**config.mk**
```make
export PLATFORM = sky130hd
export DESIGN_NAME = ic_cpu_bus_axi_bridge_mo
export DESIGN_NICKNAME = d
export VERILOG_FILES = /design/src/rtl/ic_cpu_bus_axi_bridge_mo.sv
export SDC_FILE = /design/constraint.sdc
export NUM_CORES = 1
export LEC_CHECK = 0
export BUFFER_PORTS_ARGS = -buffer_cell sky130_fd_sc_hd__buf_2
export CORE_ASPECT_RATIO = 1.5
export CORE_MARGIN = 4
export CORE_UTILIZATION = 45
export DETAILED_ROUTE_END_ITERATION = 10
export HOLD_SLACK_MARGIN = 0.05
export PLACE_DENSITY = 0.91
export REMOVE_ABC_BUFFERS = 1
export SYNTH_ARGS = -nofsm -noshare
export SYNTH_HDL_FRONTEND = slang
export SYNTH_SLANG_ARGS = --single-unit
export TNS_END_PERCENT = 5
```
**constraint.sdc**
```tcl
create_clock -name m0_aclk -period 3.4 [get_ports m0_aclk]
set_input_delay 0.68 -clock m0_aclk [delete_from_list [all_inputs] [get_ports m0_aclk]]
set_output_delay 0.68 -clock m0_aclk [all_outputs]
set_load 0.01 [all_outputs]
```
**src/rtl/ic_cpu_bus_axi_bridge_mo.sv**
```systemverilog
`default_nettype none
// ============================================================================
// Module   : ic_cpu_bus_axi_bridge_mo
// Purpose  : CPU req/gnt + recv/ack port to AXI4-Lite master bridge with up to
//            OUTSTANDING in-flight transactions, responses in request order.
// Revision : 1.0 - initial release
// ============================================================================
module ic_cpu_bus_axi_bridge_mo #(
  parameter int         ADDR_W      = 32,
  parameter int         DATA_W      = 32,
  parameter int         OUTSTANDING = 4,
  parameter logic [2:0] PROT        = 3'b000
) (
  input  logic                m0_aclk,
  input  logic                m0_aresetn,
  // AW
  output logic                m0_awvalid,
  input  logic                m0_awready,
  output logic [ADDR_W-1:0]   m0_awaddr,
  output logic [2:0]          m0_awprot,
  // W
  output logic                m0_wvalid,
  input  logic                m0_wready,
  output logic [DATA_W-1:0]   m0_wdata,
  output logic [DATA_W/8-1:0] m0_wstrb,
  // B
  input  logic                m0_bvalid,
  output logic                m0_bready,
  input  logic [1:0]          m0_bresp,
  // AR
  output logic                m0_arvalid,
  input  logic                m0_arready,
  output logic [ADDR_W-1:0]   m0_araddr,
  output logic [2:0]          m0_arprot,
  // R
  input  logic                m0_rvalid,
  output logic                m0_rready,
  input  logic [1:0]          m0_rresp,
  input  logic [DATA_W-1:0]   m0_rdata,
  // CPU side
  input  logic                enable,
  input  logic                mem_req,
  output logic                mem_gnt,
  input  logic                mem_wen,
  input  logic [DATA_W/8-1:0] mem_strb,
  input  logic [DATA_W-1:0]   mem_wdata,
  input  logic [ADDR_W-1:0]   mem_addr,
  output logic                mem_recv,
  input  logic                mem_ack,
  output logic                mem_error,
  output logic [DATA_W-1:0]   mem_rdata
);

  localparam int               CNT_W  = $clog2(OUTSTANDING + 1);
  localparam int               STRB_W = DATA_W / 8;
  localparam logic [CNT_W-1:0] C_MAX  = CNT_W'(OUTSTANDING);
  localparam logic [CNT_W-1:0] C_ONE  = CNT_W'(1);

  logic [CNT_W-1:0]       r_cnt;
  logic [OUTSTANDING-1:0] r_order;
  logic                   r_arvalid;
  logic [ADDR_W-1:0]      r_araddr;
  logic                   r_awvalid;
  logic [ADDR_W-1:0]      r_awaddr;
  logic                   r_wvalid;
  logic [DATA_W-1:0]      r_wdata;
  logic [STRB_W-1:0]      r_wstrb;

  logic                   w_head;
  logic                   w_nonempty;
  logic                   w_rsp;
  logic                   w_ar_free;
  logic                   w_aw_free;
  logic                   w_w_free;
  logic                   w_acc;
  logic                   w_acc_rd;
  logic                   w_acc_wr;
  logic [CNT_W-1:0]       w_cnt_nxt;
  logic [CNT_W-1:0]       w_push_idx;
  logic [OUTSTANDING-1:0] w_order_nxt;
  logic                   w_unused;

  // Only bit 1 of a response distinguishes SLVERR/DECERR from OKAY/EXOKAY.
  assign w_unused = ^{m0_bresp[0], m0_rresp[0]};

  // Order FIFO is a shift register: bit 0 is the oldest entry's type (1=write).
  assign w_head     = r_order[0];
  assign w_nonempty = (r_cnt != '0);

  assign mem_recv   = w_nonempty & (w_head ? m0_bvalid : m0_rvalid);
  assign m0_bready  = w_nonempty & w_head & mem_ack;
  assign m0_rready  = w_nonempty & ~w_head & mem_ack;
  assign mem_error  = w_head ? m0_bresp[1] : m0_rresp[1];
  assign mem_rdata  = m0_rdata;
  assign w_rsp      = mem_recv & mem_ack;

  assign w_ar_free  = ~r_arvalid | m0_arready;
  assign w_aw_free  = ~r_awvalid | m0_awready;
  assign w_w_free   = ~r_wvalid  | m0_wready;

  // Grant is gated by reset so the CPU never sees gnt while the bridge is held.
  assign mem_gnt    = m0_aresetn & enable & ((r_cnt < C_MAX) | w_rsp) &
                      (mem_wen ? (w_aw_free & w_w_free) : w_ar_free);
  assign w_acc      = mem_req & mem_gnt;
  assign w_acc_rd   = w_acc & ~mem_wen;
  assign w_acc_wr   = w_acc & mem_wen;

  assign m0_arvalid = r_arvalid;
  assign m0_araddr  = r_araddr;
  assign m0_arprot  = PROT;
  assign m0_awvalid = r_awvalid;
  assign m0_awaddr  = r_awaddr;
  assign m0_awprot  = PROT;
  assign m0_wvalid  = r_wvalid;
  assign m0_wdata   = r_wdata;
  assign m0_wstrb   = r_wstrb;

  always_comb begin
    w_cnt_nxt = r_cnt;
    case ({w_acc, w_rsp})
      2'b10:   w_cnt_nxt = r_cnt + C_ONE;
      2'b01:   w_cnt_nxt = r_cnt - C_ONE;
      default: w_cnt_nxt = r_cnt;
    endcase
  end

  // Pop shifts first, so a same-cycle push lands one slot lower.
  always_comb begin
    w_order_nxt = w_rsp ? (r_order >> 1) : r_order;
    w_push_idx  = r_cnt - (w_rsp ? C_ONE : '0);
    for (int i = 0; i < OUTSTANDING; i++) begin
      if (w_acc && (w_push_idx == CNT_W'(i))) begin
        w_order_nxt[i] = mem_wen;
      end
    end
  end

  always_ff @(posedge m0_aclk or negedge m0_aresetn) begin
    if (!m0_aresetn) begin
      r_cnt     <= '0;
      r_order   <= '0;
      r_arvalid <= 1'b0;
      r_araddr  <= '0;
      r_awvalid <= 1'b0;
      r_awaddr  <= '0;
      r_wvalid  <= 1'b0;
      r_wdata   <= '0;
      r_wstrb   <= '0;
    end else begin
      r_cnt   <= w_cnt_nxt;
      r_order <= w_order_nxt;

      if (w_acc_rd) begin
        r_arvalid <= 1'b1;
        r_araddr  <= mem_addr;
      end else if (m0_arready) begin
        r_arvalid <= 1'b0;
      end

      // AW and W retire independently; a refill keeps valid high with new payload.
      if (w_acc_wr) begin
        r_awvalid <= 1'b1;
        r_awaddr  <= mem_addr;
        r_wvalid  <= 1'b1;
        r_wdata   <= mem_wdata;
        r_wstrb   <= mem_strb;
      end else begin
        if (m0_awready) r_awvalid <= 1'b0;
        if (m0_wready)  r_wvalid  <= 1'b0;
      end
    end
  end

endmodule
`default_nettype wire

```
* Yosys cells after proc, flatten, opt, wreduce, memory -nomap -nowiden *
Cells that the tools add are included.

cells by class
  equal/unequal tests = 5
  bitwise gates (word level) = 22
  $add $sub $neg = 3
  order comparisons = 1
  reductions and logical operators = 14
  muxes and demuxes = 16

operators with widths
  operator                                          count
  nonzero test 2 bit                                8
  2-to-1 mux 1 bit                                  14
  AND 1 bit                                         13
  == test 3 x 2 -> 1 bit, second input constant     2
  case mux 3 bit (2 select lines)                   1
  inverter 1 bit                                    5
  logical AND 1 bit                                 4
  2-to-1 mux 4 bit                                  1
  bitwise OR 1 bit                                  4
  adder 3 x 1 -> 3 bit, second input constant       1
  == test 3 x 1 -> 1 bit, second input constant     1
  zero test 3 bit                                   1
  < comparator 3 bit, second input constant         1
  nonzero test 3 bit                                1
  subtractor 3 x 1 -> 3 bit                         1
  subtractor 3 x 1 -> 3 bit, second input constant  1
  == test 2 x 1 -> 1 bit, second input constant     1
  == test 2 bit, second input constant              1

word-level totals
  input port bits = 115
  register bits = 110

* Logic depth before layout (Yosys ltp) *
  depth in word-level cells = 9
  mapped depth = 10
  mapped depth without buffers = 9

* Worst setup path after synthesis *
OpenSTA, ideal clock, no wires.

  path type = input port to flip-flop
  from = input port m0_bvalid
  to = register r_order[2]
  arrival time = 2.401 ns
  slack = 0.874 ns
  required time = 3.275 ns
  library setup time = 0.125 ns
  buffers on the path = 0
  stages on the path = 8
  cell sequence = mux2i_1 > nor2_1 > ha_1 > ha_1 > nand2b_1 > nor4_1 > nand4_1 > mux2_2

on the way
  word-level cells in the longest chain between the ends = 9
  elaborated cells on any way between the ends = 13

ends and longest elaborated chain
  what                                                               RTL line  RTL
  start, declared                                                    27        input logic m0_bvalid,
  2-to-1 mux 1 bit (*)                                               90        assign mem_recv = w_nonempty & (w_head ? m0_bvalid : m0_rvalid);
  AND 1 bit (*)                                                      90
  AND 1 bit (*)                                                      95        assign w_rsp = mem_recv & mem_ack;
  branches (longest 6 deep; another with subtractor 3 x 1 -> 3 bit)  --
  end signal, assigned                                               151       r_order <= w_order_nxt;
  end, declared                                                      60        logic [OUTSTANDING-1:0] r_order;

Mark *: on every way between the ends.
A chain may end at the register's enable or synchronous reset.

* Worst setup path in the final report *
  from = register r_cnt[2]
  to = register r_order[2]

on the way
  word-level cells in the longest chain between the ends = 9
  elaborated cells on any way between the ends = 14

ends and longest elaborated chain
  what                                                               RTL line  RTL
  start, declared                                                    59        logic [CNT_W-1:0] r_cnt;
  start signal, assigned                                             150       r_cnt <= w_cnt_nxt;
  branches (longest 9 deep; another with subtractor 3 x 1 -> 3 bit)  --

Several ways; the timed one is not identified.

==> impl_summary.log <==
[metrics] status: finished clean
[metrics] Achievable Freq: between 300 and 400 MHz
[metrics] Min Clock Period, post-route: between 2 and 3 ns
[metrics] number of max-cap violations: 0
[metrics] cell row count: 46
[metrics] number of warnings reported in the yosys synthesis log: 0
[metrics] initial cell density of the core: 0.4596
[metrics] most instantiated cells after synthesis: 110 x sky130_fd_sc_hd__dfrtp_1, 78 x sky130_fd_sc_hd__mux2_2, 38 x sky130_fd_sc_hd__buf_4, 29 x sky130_fd_sc_hd__mux2_4, 7 x sky130_fd_sc_hd__buf_2
[metrics] Yosys top cell by area: sky130_fd_sc_hd__dfrtp_1
[metrics] post-layout worst setup margin: around 0.7 ns
[metrics] register bit total from synthesis: 110
[metrics] total power after layout: 5.068 mW
[metrics] post-placement worst setup slack: approximately 0.57 ns
[metrics] worst min-delay path category: primary input to asynchronous set/reset pin
[metrics] Root Buffer Master: sky130_fd_sc_hd__clkbuf_16
[metrics] Clock Sinks: 110
[metrics] area growth from synthesis to layout: 22.64%
[metrics] DIE AREA: 12520 µm²
[metrics] share of synthesized flip-flops with an asynchronous set or reset: 1.000
[metrics] combined area of the multi-input logic cells: 1727 µm²
[metrics] Max H-tree Level: 3
[metrics] critical path data arrival time: about 2.9 ns
[metrics] clock latency of the later-clocked register in the worst-skew pair: 0.34 ns
[metrics] number of max-slew violations in the final report: 0
[metrics] endpoint of the most critical register-to-register path: r_order[2]
[metrics] number of standard cells in the layout, taps in and fillers out: approximately 630
[metrics] setup repair after global routing missed its margin: false
[metrics] routed vias: 3104
[metrics] Layout Skew: around 0.012 ns
[metrics] number of enable-type register cells in the synthesized netlist: 0
[metrics] gate count of the mapped netlist: between 300 and 400
[metrics] final setup violation count: 0
[metrics] DR vias/cell: ~4.9
[metrics] launch point of the worst reg-to-reg path: r_cnt[2]
[metrics] GRT Total Usage: 0.1953
[metrics] transition at the pin with the smallest max-transition slack: between 0.7 and 0.8 ns
[metrics] vias in the first global route: roughly 3500
[metrics] largest net degree at the start of global routing: slightly below 60
[metrics] startpoint types: flop
[metrics] Die Width: approximately 93 µm
[metrics] instance count after placement with tap cells included: roughly 620
[metrics] Max transition margin: 0.5121
[metrics] clock-pin slew reported for the worst setup and hold paths after clock tree synthesis: roughly 0.080 ns
[metrics] depth of the worst register-to-register path: 8
[metrics] cell types with the largest area share after synthesis: sky130_fd_sc_hd__dfrtp_1 57%, sky130_fd_sc_hd__mux2_2 18%, sky130_fd_sc_hd__mux2_4 9.0%
[metrics] required arrival time at the worst endpoint: between 3 and 4 ns
[metrics] Synth top area share: 0.5686
[metrics] average instance area after synthesis: between 10 and 15 µm²
[metrics] wire length of the first global-routing pass: ~19000 µm
[metrics] kind of capture point of the worst setup path: flop
[metrics] final-stage net count: just over 600
[metrics] leakage power total: 3.109 nW
[metrics] gp weighted congestion: ~0.85
[metrics] buffer depth of the longest clock path: 2
[metrics] number of I/O port buffers: roughly 190
[metrics] initial detailed-routing violation count: ~70
[metrics] global route total overflow: 0
[metrics] top-count cell post-synth: sky130_fd_sc_hd__dfrtp_1
[metrics] storage element area: 2753 µm²
[metrics] worst reg-to-reg setup slack: around 0.71 ns
[metrics] TritonCTS clock tree: done
[metrics] post-CTS repair timing setup buffer count: 0
[metrics] number of top-level design ports: around 260
[metrics] overall die height: 135.0 µm
[metrics] critical setup path kind: flop to flop
[metrics] remaining design rule violation count: 0
[metrics] routed len/inst: around 19 µm
[metrics] Hold Buf Count CTS: 0
[metrics] total clock buffers created by CTS: 9
[metrics] first-pass detailed-route iteration total: 4
[metrics] final number of hold-violating endpoints: 0
[metrics] routed wire length: 12200 µm
[metrics] Period Utilization, post-route: 0.7924
[metrics] total core area: roughly 11000 µm²
[metrics] Power per Cell Area: roughly 850 nW/µm²
[metrics] initial antenna violation count: 0
[metrics] HPWL Detailed: 9441 µm
[metrics] fillers: between 800 and 900
[metrics] register area share after synthesis: 0.5686
[metrics] number of antenna cells inserted: 0
[metrics] maximum fanout along the worst path: 9
[metrics] Final ANT Viol Nets: 0
[metrics] Post-synth top flop: sky130_fd_sc_hd__dfrtp_1
[metrics] Post-Syn Area: ~4800 µm²
[metrics] worst vdd rail ir drop: 0.0004208 V
[metrics] number of gates resized after cts: 0
[metrics] number of distinct library cell variants in the gate-level netlist after synthesis: 34
[metrics] share of final-layout standard cells stronger than drive strength 1: 0.6510
==> per-stage QoR <==
step	TNS [ns]	util	area [µm²]	hold WS (ns)
floorplan	-46.33	-	4498	0.3844
global placement	0	0.5380	5667	0.4825
detailed placement	0	0.5380	5667	0.4869
CTS	0	0.5637	5937	0.4974
global route	0	0.5637	5937	0.5207
finish	0	0.5637	5937	0.4750
==> cells by family (layout without fill, tap and decap cells) <==
kind of cell | Yosys count | after routing | synth area share
muxes | 109 | 109 | 0.2755
other | 1 | 6 | 0.0007747
AOI/OAI and AO/OA | 8 | 8 | 0.01421
adders and majority gates | 4 | 4 | 0.01189
DFF | 110 | 110 | 0.5686
xor gates and xnor gates | 3 | 3 | 0.005429
and+or+nand+nor | 36 | 36 | 0.04497
buffers and inverters | 55 | 214 | 0.07857
==> state kept, by name, summed over array words and instances (netlist names) <==
register    cells
r_order         4
m0_awvalid      1
m0_araddr      32
m0_wvalid       1
r_cnt           3
m0_awaddr      32
m0_arvalid      1
m0_wstrb        4
m0_wdata       32
==> power breakdown <==
group | switching [mW] | internal, mW
combinational | 0.872 | 1.01
clock | 0.464 | 0.500
sequential | 0.330 | 1.89
total | 1.67 | 3.40
==> layout make-up <==
| type | count | area share |
|---|---|---|
| flip-flops and latches | 110 | 0.4636 |
| multi-input cells | 166 | 0.2908 |
| repair buffers | 194 | 0.1665 |
| clock buffers | 9 | 0.03793 |
| well taps | 144 | 0.03035 |
| clock inverters | 6 | 0.007587 |
| inverters | 5 | 0.003161 |
==> worst max-delay path, cell delays in order (launching register included) <==
cell,delay (ns)
sky130_fd_sc_hd__dfrtp_1,0.50
sky130_fd_sc_hd__o31ai_1,0.49
sky130_fd_sc_hd__nor2_1,0.22
sky130_fd_sc_hd__ha_1,0.24
sky130_fd_sc_hd__ha_1,0.31
sky130_fd_sc_hd__nand2b_1,0.15
sky130_fd_sc_hd__nor4_1,0.24
sky130_fd_sc_hd__nand4_1,0.14
sky130_fd_sc_hd__mux2_2,0.29
==> cells in the final DEF (no fill, tap or decap) <==
master	Yosys	final
sky130_fd_sc_hd__inv_6	0	3
sky130_fd_sc_hd__buf_4	38	7
sky130_fd_sc_hd__nor3_1	2	2
sky130_fd_sc_hd__dfrtp_1	110	110
sky130_fd_sc_hd__and3_1	1	1
sky130_fd_sc_hd__mux2i_1	2	2
sky130_fd_sc_hd__nand2_1	3	3
sky130_fd_sc_hd__mux2_4	29	29
sky130_fd_sc_hd__nor4_1	3	3
sky130_fd_sc_hd__xnor2_1	1	1
sky130_fd_sc_hd__nand2b_1	4	4
sky130_fd_sc_hd__fa_1	1	1
sky130_fd_sc_hd__mux2_2	78	78
sky130_fd_sc_hd__or2_2	1	1
sky130_fd_sc_hd__nor3b_1	2	2
sky130_fd_sc_hd__buf_2	7	187
sky130_fd_sc_hd__nor2_1	6	6
sky130_fd_sc_hd__a2111oi_4	1	1
sky130_fd_sc_hd__a21oi_1	1	1
sky130_fd_sc_hd__clkbuf_16	0	9
sky130_fd_sc_hd__nor2b_1	4	4
sky130_fd_sc_hd__nand3_1	1	1
sky130_fd_sc_hd__inv_1	5	5
sky130_fd_sc_hd__clkinv_2	0	2
sky130_fd_sc_hd__nand4_1	5	5
sky130_fd_sc_hd__o31ai_1	1	1
sky130_fd_sc_hd__nor4b_1	1	1
sky130_fd_sc_hd__ha_1	3	3
sky130_fd_sc_hd__conb_1	1	6
sky130_fd_sc_hd__clkinv_4	0	1
sky130_fd_sc_hd__o21ai_1	1	1
sky130_fd_sc_hd__nand3b_4	1	1
sky130_fd_sc_hd__o21ai_0	3	3
sky130_fd_sc_hd__o31a_1	1	1
sky130_fd_sc_hd__xor2_1	2	2
sky130_fd_sc_hd__and2_1	2	2
==> routing by layer <==
layer  global-route usage  wire, µm  vias to the layer above
li1                     -         -                     1405
met1               0.2192      4361                     1510
met2               0.3121      6080                      168
met3               0.1115      1519                       19
met4              0.05786       174                        2
met5              0.05000        60                        -
==> worst max path at each step <==
stage | startpoint | depth (start not counted) | to | slack (ns)
after floorplan | m0_wready | 4 | m0_awaddr[0] | -0.68
after global placement | mem_wen | 6 | m0_araddr[5] | 0.66
after detailed placement | mem_wen | 6 | m0_araddr[7] | 0.57
after CTS | r_cnt[2] | 8 | r_order[2] | 0.73
after global routing | r_cnt[2] | 8 | r_order[2] | 0.52
final | r_cnt[2] | 8 | r_order[2] | 0.71
Note: power is estimated with default switching activity, not from simulation.
